**config.mk**
```make
export PLATFORM = sky130hd
export DESIGN_NAME = mem_arbiter
export DESIGN_NICKNAME = d
export VERILOG_FILES = /design/src/rtl/mem_arbiter.sv
export SDC_FILE = /design/constraint.sdc
export NUM_CORES = 1
export LEC_CHECK = 0
export BUFFER_PORTS_ARGS = -buffer_cell sky130_fd_sc_hd__buf_2
export CELL_PAD_IN_SITES_DETAIL_PLACEMENT = 0
export CELL_PAD_IN_SITES_GLOBAL_PLACEMENT = 1
export CORE_MARGIN = 2
export CORE_UTILIZATION = 33
export CTS_BUF_LIST = sky130_fd_sc_hd__clkbuf_8
export DETAILED_ROUTE_END_ITERATION = 6
export GPL_ROUTABILITY_DRIVEN = 0
export PLACE_DENSITY_LB_ADDON = 0.1
export SYNTH_ARGS = -nofsm -noshare
export SYNTH_HDL_FRONTEND = slang
export SYNTH_SLANG_ARGS = --single-unit
```
**constraint.sdc**
```tcl
create_clock -name clk -period 1.95 [get_ports clk]
set_input_delay 0.39 -clock clk [delete_from_list [all_inputs] [get_ports clk]]
set_output_delay 0.39 -clock clk [all_outputs]
set_load 0.01 [all_outputs]
```
**src/rtl/mem_arbiter.sv**
```systemverilog
`default_nettype none
// ============================================================================
// Module      : mem_arbiter
// Description : Instruction/data arbiter for a single-port memory with
//               anti-starvation of the fetch port.
// Revision    : 1.0 - initial release
// ============================================================================
module mem_arbiter #(
    parameter int ADDR_W     = 32,
    parameter int DATA_W     = 32,
    parameter int STARVE_MAX = 4
) (
    input  logic              clk,
    input  logic              rst,
    input  logic              if_req,
    input  logic [ADDR_W-1:0] if_addr,
    output logic              if_gnt,
    output logic              if_rvalid,
    output logic [DATA_W-1:0] if_rdata,
    input  logic              d_req,
    input  logic              d_we,
    input  logic [ADDR_W-1:0] d_addr,
    input  logic [DATA_W-1:0] d_wdata,
    output logic              d_gnt,
    output logic              d_rvalid,
    output logic [DATA_W-1:0] d_rdata,
    output logic              mem_req,
    output logic              mem_we,
    output logic [ADDR_W-1:0] mem_addr,
    output logic [DATA_W-1:0] mem_wdata,
    input  logic              mem_ack,
    input  logic [DATA_W-1:0] mem_rdata,
    output logic              stall_if,
    output logic              stall_mem
);

    localparam int STARVE_W = (STARVE_MAX < 1) ? 1 : $clog2(STARVE_MAX + 1);
    localparam logic [STARVE_W-1:0] STARVE_LIM = STARVE_W'(STARVE_MAX);

    localparam logic [1:0] IDLE   = 2'd0;
    localparam logic [1:0] I_BUSY = 2'd1;
    localparam logic [1:0] D_BUSY = 2'd2;
    localparam logic [1:0] RESP   = 2'd3;

    logic [1:0]          state_q,     state_d;
    logic [STARVE_W-1:0] starve_q,    starve_d;
    logic [ADDR_W-1:0]   addr_q,      addr_d;
    logic                we_q,        we_d;
    logic [DATA_W-1:0]   wdata_q,     wdata_d;
    logic                mem_req_q,   mem_req_d;
    logic                if_rvalid_q, if_rvalid_d;
    logic                d_rvalid_q,  d_rvalid_d;
    logic [DATA_W-1:0]   if_rdata_q,  if_rdata_d;
    logic [DATA_W-1:0]   d_rdata_q,   d_rdata_d;

    logic d_win;
    logic i_ack;
    logic d_ack;

    always_comb begin
        // Data side wins unless the fetch side has waited through STARVE_MAX data grants
        d_win  = d_req && (!if_req || (starve_q < STARVE_LIM));
        d_gnt  = !rst && (state_q == IDLE) && d_win;
        if_gnt = !rst && (state_q == IDLE) && !d_win && if_req;
        i_ack  = mem_ack && (state_q == I_BUSY);
        d_ack  = mem_ack && (state_q == D_BUSY);

        state_d     = state_q;
        starve_d    = starve_q;
        addr_d      = addr_q;
        we_d        = we_q;
        wdata_d     = wdata_q;
        mem_req_d   = (mem_req_q && !(i_ack || d_ack)) || if_gnt || d_gnt;
        if_rvalid_d = i_ack;
        d_rvalid_d  = d_ack;
        if_rdata_d  = i_ack ? mem_rdata : if_rdata_q;
        d_rdata_d   = (d_ack && !we_q) ? mem_rdata : d_rdata_q;

        case (state_q)
            IDLE: begin
                if (d_gnt) begin
                    state_d = D_BUSY;
                    addr_d  = d_addr;
                    we_d    = d_we;
                    wdata_d = d_wdata;
                    if (if_req && (starve_q != STARVE_LIM)) begin
                        starve_d = starve_q + STARVE_W'(1);
                    end
                end else if (if_gnt) begin
                    state_d  = I_BUSY;
                    addr_d   = if_addr;
                    we_d     = 1'b0;
                    wdata_d  = '0;
                    starve_d = '0;
                end
            end
            I_BUSY, D_BUSY: begin
                if (mem_ack) begin
                    state_d = RESP;
                end
            end
            default: begin
                state_d = IDLE;
            end
        endcase
    end

    always_ff @(posedge clk) begin
        if (rst) begin
            state_q     <= IDLE;
            starve_q    <= '0;
            addr_q      <= '0;
            we_q        <= 1'b0;
            wdata_q     <= '0;
            mem_req_q   <= 1'b0;
            if_rvalid_q <= 1'b0;
            d_rvalid_q  <= 1'b0;
            if_rdata_q  <= '0;
            d_rdata_q   <= '0;
        end else begin
            state_q     <= state_d;
            starve_q    <= starve_d;
            addr_q      <= addr_d;
            we_q        <= we_d;
            wdata_q     <= wdata_d;
            mem_req_q   <= mem_req_d;
            if_rvalid_q <= if_rvalid_d;
            d_rvalid_q  <= d_rvalid_d;
            if_rdata_q  <= if_rdata_d;
            d_rdata_q   <= d_rdata_d;
        end
    end

    assign mem_req   = mem_req_q;
    assign mem_we    = we_q;
    assign mem_addr  = addr_q;
    assign mem_wdata = wdata_q;
    assign if_rvalid = if_rvalid_q;
    assign d_rvalid  = d_rvalid_q;
    assign if_rdata  = if_rdata_q;
    assign d_rdata   = d_rdata_q;
    assign stall_if  = if_req & ~if_rvalid_q;
    assign stall_mem = d_req & ~d_rvalid_q;

endmodule
`default_nettype wire

```
==> key figures, run 1 <==
Run
  – Max-cap viol count: 0

Global routing
  – Global route overflow: 0
  – Largest net degree at the start of global routing: 74
  – Number of global-route vias before repair: 5,607
  – GRT Total Usage: 19.92%
  – Initial antenna violation count: 0
  – Global-route wire length before repair: 28,220 um

Cells and area
  – Layout fillers: 1,720
  – Layout area overhead: 39.09%
  – Final cell count without fillers: 1,157
  – Layout net count: 1,064
  – Post-layout util: 46.43%
  – Layout cells sized above 1: 36.50%
  – Diode count: 0

STA
  – # setup viols final: 0
  – Slew margin rel.: 46.24%
  – Tcrit/Tclk final: 95.30%
  – Final Slew Violations: 0
  – Fmax: 538.1 MHz
  – Clock Skews: 0.009794 ns
  – Endpoints failing hold: 0
  – Hold_ws: 0.1913 ns
  – Slew @ Worst Pin: 0.8064 ns
  – Min setup slack post-route: 0.09156 ns
  – RSZ-0062 raised after global routing: true
  – Period minus WS final: 1.858 ns

Floorplanning
  – Core box area: 16,350 um2
  – Die height: 132.6 um
  – Initial Utilization: 33.38%
  – Row count: 47
  – Die width: 132.6 um
  – I/O Pins: 270
  – Total die area: 17,580 um2

Pwr
  – Leakage: 3.337 nW
  – Internal power: 5.774 mW
  – Sw frac: 31.68%
  – VDD IR max: 0.5335 mV
  – Pwr per Cell Area: 1113 nW/um2
  – Switch Pwr: 2.677 mW
  – Sequential power share: 40.2%
  – Logic pwr share: 27.8%
  – Clk pwr share: 32.0%

Min path
  – WHS Path Cells: 3
  – Hold Path Class: input pin to register

Synth
  – Top cell type by total area after synthesis: dfxtp_1
  – EDFF count, synth: 0
  – Cell variety after synth: 34
  – Ys async rst share: 0%
  – Area contributors post-synth: dfxtp_1 50%, nand2_1 13%, a21oi_1 9.1%, a311oi_1 5.1%, o211ai_1 4.8%
  – Synthesized Nets: 811
  – Yosys reg bits: 137
  – Mapped cell area: 5458 um2
  – Syn avg cell area: 8.134 um2
  – Syn Inst Count: 671
  – Post-synth top area share: 50.25%
  – Most used DFF post-synth: dfxtp_1
  – Register area share after synthesis: 50.25%
  – Yosys warnings: 0

Routing
  – WL final: 17,850 um
  – Initial DRT Pass Iterations: 4
  – DR vias: 5,767
  – DRC Markers: 0
  – Routed Antenna Nets: 0
  – Drt wl/cell: 15.43 um
  – Initial drt markers: 224
  – Vias per cell: 4.984

Worst setup path
  – FF-to-FF path depth: 8
  – Worst Path Arrival: 1.47 ns
  – Delay-heaviest family, CP: buffers and inverters
  – Crit-path cells: inv_2, ha_4, nand3b_1, buf_12, nor2_4, buf_6
  – CP max stage delay: 0.33 ns
  – CP max FO: 3
  – CP Depth: 6
  – Worst setup EP type: output port
  – Crit path kind: register to output port
  – Startpoint types: register
  – Slowest CP cell: dfxtp_2
  – WP buf/inv: 3
  – Worst EP required: 1.56 ns

Place
  – Port Buffers: 269
  – Place WS: 0.2254 ns
  – DP HPWL: 12,150 um
  – Placed Cells: 1,115

Clocking
  – H-tree depth: 4
  – Clk sink count: 137
  – Post-CTS Hold Fix Bufs: 0
  – Clk Latency, worst-skew pair: 0.44 ns
  – Cts bufs inserted: 17
  – CTS tree: yes
  – CTS Buffer Depth: 2
  – Clock root cell: clkbuf_8
  – CTS clk-pin slew, worst paths: 0.08 ns

Run status
  – Status: complete, no violations
==> registers in the layout, summed over array words and instances (netlist names) <==
register   flops
d_rdata       32
d_rvalid       1
if_rdata      32
if_rvalid      1
mem_addr      32
mem_req        1
mem_wdata     32
mem_we         1
starve_q       3
state_q        2
==> stage by stage <==
stage               power [mW]   TNS (ns)  instance area (um2)
floorplan                4.754          0                 5458
global placement         5.634          0                 6985
detailed placement       5.696          0                 6985
CTS                      8.550          0                 7545
global route             8.961  -0.005563                 7591
finish                   8.451          0                 7591
==> timing repair <==
| item | 4_1_cts | 5_1_grt |
|---|---|---|
| endpoints found under the setup margin | 2 | 2 |
| gates resized for setup | 7 | 3 |
| gates cloned | 1 | 0 |
| buffers inserted | 5 | 4 |
| pin swaps | 0 | 2 |
==> worst register-to-register path: cells and delay by family (launching register included) <==
family                   cells  cell delay (ns)
flip-flops                   1             0.34
AO/OA/AOI/OAI                2             0.27
buffers and inverters        4             0.64
adder cells (fa/ha/maj)      1             0.16
AND/OR/NAND/NOR              1             0.15
==> final timing paths <==
path / startpoint / to / slack [ns]
max: state_q[1] / if_gnt / 0.09
min: mem_rdata[23] / if_rdata[23] / 0.19
max reg2reg: state_q[1] / mem_wdata[3] / 0.32
min reg2reg: d_rdata[8] / d_rdata[8] / 0.45
==> layer usage <==
layer	GRT usage, %	wire (um)
met2	34.14	8706
met3	5.747	1125
met1	23.82	7687
met4	7.049	335
met5	0	0
==> final cells by class <==
| class | count | area, um2 | area share, % |
|---|---|---|---|
| flip-flops and latches | 137 | 2745 | 36.16 |
| multi-input cells | 462 | 2414 | 31.79 |
| repair buffers | 300 | 1663 | 21.91 |
| clock buffers | 20 | 275.3 | 3.626 |
| well taps | 220 | 275.3 | 3.626 |
| clock inverters | 12 | 196.4 | 2.588 |
| inverters | 6 | 22.52 | 0.2967 |
==> cell usage in the layout, fill, tap and decap left out, types with 3 or more instances in the layout <==
| cell | count |
|---|---|
| buf_4 | 27 |
| a311oi_1 | 32 |
| buf_12 | 4 |
| clkbuf_8 | 20 |
| nor3_1 | 32 |
| ha_1 | 5 |
| dfxtp_1 | 135 |
| bufinv_16 | 5 |
| nor2_1 | 3 |
| o211ai_1 | 35 |
| inv_1 | 5 |
| nand3_1 | 33 |
| buf_2 | 267 |
| a21oi_1 | 99 |
| nor2b_1 | 3 |
| nand2_1 | 195 |
==> cell families (layout without fill, tap and decap cells) <==
logic type / count (synthesis) / in the layout / synth area share (%)
simple gates: 279 / 279 / 21.55
compound gates: 177 / 177 / 20.54
flops: 137 / 137 / 50.25
buf+inv: 72 / 338 / 6.282
fa+ha+maj: 6 / 6 / 1.375
==> power by group through the flow <==
stage / Clock (mW) / Sequential, mW / Combinational [mW]
6_report: 2.71 / 3.40 / 2.35
5_1_grt: 2.93 / 3.45 / 2.59
4_1_cts: 2.80 / 3.40 / 2.35
3_5_place_dp: 0 / 3.46 / 2.24
3_3_place_gp: 0 / 3.45 / 2.18
2_1_floorplan: 0 / 3.64 / 1.12
==> synth_stat cells, drive strengths merged (2+ instances only) <==
cell	count
nand2	196
dfxtp	137
a21oi	99
buf	45
o211ai	35
nand3	33
a311oi	32
nor3	32
clkbuf	21
ha	6
inv	6
nor2	4
nor2b	4
o21ai	3
and3b	2
nand3b	2
(Power assumes the default switching activity.)
==> inputs of run 2 (changes only) <==
CORE_MARGIN = 3   (was 2)
clock period = 1.8 ns   (was 1.95 ns; I/O delays follow)
==> run 2 against run 1 <==
Effect of this change:
- clock skew decreased by 0.00071 ns
- first-iteration DRC count increased by 33%
- non-clock buffer count decreased by 2
- global-route usage decreased by 0.26 points
- flip-flop and latch count unchanged
- critical path type unchanged
- highest routed layer is now met5
==> key figures, run 2 (synthesized netlist as in run 1, its figures left out) <==
Run status
  – Status: complete, no violations

Clocking
  – H-tree depth: 4
  – Post-CTS Hold Fix Bufs: 0
  – Clk sink count: 137
  – Clock root cell: clkbuf_8
  – CTS clk-pin slew, worst paths: 0.08 ns
  – CTS Buffer Depth: 2
  – Cts bufs inserted: 17
  – CTS tree: yes
  – Clk Latency, worst-skew pair: 0.45 ns

Worst setup path
  – CP max FO: 3
  – Worst setup EP type: output port
  – Slowest CP cell: dfxtp_2
  – WP buf/inv: 3
  – CP max stage delay: 0.33 ns
  – Crit-path cells: inv_2, ha_4, nor2b_4, nand2_2, inv_2, buf_6
  – R2R setup slack: 0.14 ns
  – Worst Path Arrival: 1.39 ns
  – Worst EP required: 1.44 ns
  – Most frequent CP cell: inv_2
  – Crit path kind: register to output port
  – Delay-heaviest family, CP: flip-flops
  – Startpoint types: register

Global routing
  – GRT Total Usage: 19.67%
  – Number of global-route vias before repair: 5,703
  – Global-route wire length before repair: 28,750 um
  – Largest net degree at the start of global routing: 96
  – Global route overflow: 0
  – Initial antenna violation count: 2

Routing
  – WL final: 18,320 um
  – Initial drt markers: 299
  – Routed Antenna Nets: 0
  – Drt wl/cell: 15.90 um
  – Initial DRT Pass Iterations: 5
  – DRC Markers: 0
  – DR vias: 5,747
  – Vias per cell: 4.989

STA
  – Slew margin rel.: 66.16%
  – Fmax: 571.1 MHz
  – Period minus WS final: 1.751 ns
  – Endpoints failing hold: 0
  – Clock Skews: 0.009081 ns
  – Tcrit/Tclk final: 97.27%
  – Total Neg Setup Slack: 0 ns
  – Min setup slack post-route: 0.04907 ns
  – # setup viols final: 0
  – Final Slew Violations: 0
  – Slew @ Worst Pin: 0.5066 ns
  – RSZ-0062 raised after global routing: true

Place
  – Port Buffers: 269
  – Area after DPL: 6995 um2
  – DP HPWL: 12,340 um
  – Place WS: 0.05574 ns

Pwr
  – VDD IR max: 0.4667 mV
  – Total power: 8.957 mW
  – Switch Pwr: 2.980 mW
  – Clk pwr share: 30.0%
  – Logic pwr share: 28.8%
  – Leakage: 3.290 nW
  – Pwr per Cell Area: 1189 nW/um2
  – Internal power: 5.977 mW
  – Sw frac: 33.27%
  – Sequential power share: 41.2%

Cells and area
  – Post-route cell area: 7535 um2
  – Commonest cells after routing, fill and taps aside: 267 x buf_2, 195 x nand2_1, 135 x dfxtp_1
  – Area of the multi-input gates: 2406 um2
  – Layout cells sized above 1: 36.47%
  – Most common cell after layout, fill and taps aside: buf_2
  – Layout fillers: 1,636
  – Seq. cell area: 2745 um2
  – Layout net count: 1,062
  – Layout area overhead: 38.06%

Floorplanning
  – Die height: 134.6 um
  – Initial Utilization: 33.99%
  – Total die area: 18,120 um2
  – I/O Pins: 270
  – Core box area: 16,060 um2
  – Die width: 134.6 um
  – Row count: 46

Run
  – Max-cap viol count: 0

Min path
  – Hold Path Class: input pin to register
-- run 2: cell types whose count changed in the layout (fill, tap and decap cells not counted) --
cell,delta
buf_12,+3
clkbuf_8,-1
inv_1,-2
nor2_1,+1
bufinv_16,-2
clkinvlp_4,+4
clkinv_4,-2
diode_2,+1
clkinv_2,-1
nor2_4,-1
buf_4,-4
inv_2,+1
inv_6,+3
bufbuf_16,-1
-- run 2: final timing paths --
path | from | end | cells after the start
worst max-delay path | state_q[1] | d_gnt | 6
worst min-delay path | d_wdata[13] | mem_wdata[13] | 3
worst max register to register | state_q[1] | mem_addr[15] | 8
worst min register to register | d_rdata[19] | d_rdata[19] | 2
-- run 2: per-stage QoR --
| step | cells | utilization (%) | hold slack [ns] |
|---|---|---|---|
| final | 1152 | 46.92 | 0.1601 |
| after floorplan | 671 | - | 0.4646 |
| after global placement | 1108 | 43.56 | 0.4394 |
| after CTS | 1149 | 46.81 | 0.1253 |
| after global routing | 1152 | 46.92 | 0.1175 |
| after detailed placement | 1108 | 43.56 | 0.4448 |
-- run 2: worst reg2reg max path: cells and delay by family, from the launching register on --
kind / cells / cell delay [ns]
fa+ha+maj: 1 / 0.16
flops: 1 / 0.35
simple gates: 2 / 0.23
buf+inv: 4 / 0.57
compound gates: 1 / 0.27
-- run 2: layout make-up --
type | instances | share of cell area, %
sequential | 137 | 36.43
multi-input combinational | 462 | 31.93
tap | 216 | 3.587
timing repair buffer | 298 | 22.04
inverter | 6 | 0.2989
clock buffer | 19 | 3.471
clock inverter | 13 | 2.209
antenna | 1 | 0.03321
-- run 2: repair_timing --
action                     CTS  global route
pin swaps                    2             0
gates resized for setup      9             0
hold endpoints to repair     0             0
setup endpoints to repair    2             2
buffers inserted             9             2
-- run 2: power by group through the flow --
| stage | combinational (mW) | sequential, mW | clock [mW] |
|---|---|---|---|
| 2_1_floorplan | 1.21 | 3.94 | 0 |
| 3_3_place_gp | 2.37 | 3.75 | 0 |
| 3_5_place_dp | 2.42 | 3.75 | 0 |
| 4_1_cts | 2.58 | 3.69 | 2.78 |
| 5_1_grt | 2.85 | 3.74 | 2.92 |
| 6_report | 2.58 | 3.69 | 2.69 |
-- run 2: per-layer routing --
metal / track usage, % / part of all wire (%) / up-vias
li1: - / - / 2829
met1: 24.10 / 43 / 2662
met2: 32.68 / 48 / 227
met3: 6.520 / 7.9 / 27
met4: 6.505 / 1.9 / 2
met5: 0 / 0.038 / -
==> inputs of run 3 (changes only) <==
==> constraint.sdc (replaced) <==
create_clock -name clk -period 2 [get_ports clk]
set_input_delay 0.4 -clock clk [delete_from_list [all_inputs] [get_ports clk]]
set_output_delay 0.4 -clock clk [all_outputs]
set_load 0.02 [all_outputs]
==> run 3 against run 2 <==
Effect of this change:
- worst hold slack better by 0.042 ns
- critical path depth stayed put
- clock-buffer cell count stayed put
- sequential power is 10% lower
- worst setup slack better by 0.078 ns
- first-iteration DRC count is 9.0% higher
- combinational power is 4% lower
- flip-flop and latch count stayed put
- sequential share of layout area is 0.62 points higher
- highest routed layer unchanged
- largest power group unchanged
- global-route usage is 0.16 points lower
==> key figures, run 3 (synthesized netlist as in run 1, its figures left out) <==
Cells and area
  – Diode count: 0
  – Most common cell after layout, fill and taps aside: buf_2
  – Post-route cell area: 7408 um2
  – Commonest cells after routing, fill and taps aside: 267 x buf_2, 195 x nand2_1, 135 x dfxtp_1
  – Layout area overhead: 35.74%
  – Layout net count: 1,053
  – Layout cells sized above 1: 35.85%

Routing
  – DRC Markers: 0
  – Routed Antenna Nets: 0
  – WL final: 18,190 um
  – Initial drt markers: 326
  – Drt wl/cell: 15.93 um
  – DR vias: 5,718
  – Vias per cell: 5.007
  – Initial DRT Pass Iterations: 6

Floorplanning
  – Initial Utilization: 33.99%
  – I/O Pins: 270
  – Core box area: 16,060 um2
  – Die height: 134.6 um
  – Die width: 134.6 um
  – Row count: 46
  – Total die area: 18,120 um2

Clocking
  – CTS Buffer Depth: 2
  – Post-CTS Hold Fix Bufs: 0
  – Cts bufs inserted: 17
  – CTS clk-pin slew, worst paths: 0.08 ns
  – Clk Latency, worst-skew pair: 0.44 ns
  – CTS tree: yes
  – Clock root cell: clkbuf_8
  – Clk sink count: 137
  – H-tree depth: 4

Worst setup path
  – Startpoint types: register
  – FF-to-FF path depth: 7
  – CP max FO: 7
  – Worst setup EP type: output port
  – Worst Path Arrival: 1.47 ns
  – Crit path kind: register to output port
  – Worst EP required: 1.60 ns

Global routing
  – Number of global-route vias before repair: 5,646
  – GRT Total Usage: 19.50%
  – Global route overflow: 0
  – Global-route wire length before repair: 28,440 um
  – Largest net degree at the start of global routing: 84
  – Initial antenna violation count: 1

Pwr
  – Pwr per Cell Area: 1120 nW/um2
  – Logic pwr share: 29.8%
  – VDD IR max: 0.3737 mV
  – Leakage: 3.245 nW
  – Internal power: 5.394 mW
  – Clk pwr share: 30.1%
  – Switch Pwr: 2.904 mW
  – Sw frac: 35.00%
  – Sequential power share: 40.1%

Run status
  – Status: complete, no violations

Run
  – Max-cap viol count: 0

STA
  – Slew margin rel.: 36.80%
  – Total Neg Setup Slack: 0 ns
  – # setup viols final: 0
  – Hold_ws: 0.2025 ns
  – Clock Skews: 0.008874 ns
  – Slew @ Worst Pin: 0.9480 ns
  – Tcrit/Tclk final: 93.66%
  – RSZ-0062 raised after global routing: false
  – Final Slew Violations: 0
  – Fmax: 533.9 MHz
  – Endpoints failing hold: 0
  – Period minus WS final: 1.873 ns

Min path
  – Hold Path Class: input pin to register
  – WHS Path Cells: 3

Place
  – DP HPWL: 12,200 um
  – Area after DPL: 6925 um2
  – Port Buffers: 269
==> run 3: changes by cell type in the layout (fill, tap and decap cells not counted), sizes merged <==
cell / delta
bufinv: +1
clkinv: +4
diode: -1
buf: -9
clkinvlp: -5
==> run 3: critical path, cell delays in order, from the launching register on <==
cell,delay (ns)
dfxtp_2,0.35
inv_2,0.08
ha_4,0.18
nor2b_4,0.16
nand2_2,0.07
inv_2,0.07
buf_4,0.14
==> run 3: area by class of cell <==
type	count	area [um2]
fillers	1665	8650
flip-flops and latches	137	2745
multi-input cells	462	2409
repair buffers	289	1526
well taps	216	270.3
clock buffers	19	261.5
clock inverters	13	173.9
inverters	6	22.52
==> run 3: path summary, 6_finish.rpt <==
check,start,end,slack (ns)
max,state_q[0],d_gnt,0.13
min,d_wdata[14],mem_wdata[14],0.20
max reg2reg,state_q[1],mem_addr[10],0.37
min reg2reg,if_rdata[24],if_rdata[24],0.45
==> run 3: timing repair <==
item | 4_1_cts | 5_1_grt
pin swaps | 1 | 1
resized for setup | 7 | 3
endpoints found under the setup margin | 2 | 2
setup buffers | 1 | 2
==> run 3: metal layers <==
layer	vias up	global-route usage [%]	wire, um
li1	2811	-	-
met1	2685	23.74	7716
met2	200	33.18	8893
met3	20	5.738	1322
met4	2	6.391	253
met5	-	0	7
==> run 3: metrics by stage <==
| stage | worst slack, ns | power (mW) | cells | util, % |
|---|---|---|---|---|
| floorplan | 0.2304 | 4.922 | 671 | - |
| global placement | 0.3127 | 5.746 | 1107 | 43.13 |
| detailed placement | 0.2245 | 5.802 | 1107 | 43.13 |
| CTS | 0.01007 | 8.385 | 1140 | 46.03 |
| global route | 0.01208 | 8.780 | 1142 | 46.14 |
| finish | 0.1268 | 8.298 | 1142 | 46.14 |
==> run 3: power groups by stage <==
stage	logic, mW	clock network, mW	registers [mW]
floorplan	1.10	0	3.83
global placement	2.38	0	3.37
global route	2.71	2.70	3.37
CTS	2.48	2.59	3.32
detailed placement	2.43	0	3.37
finish	2.47	2.50	3.32
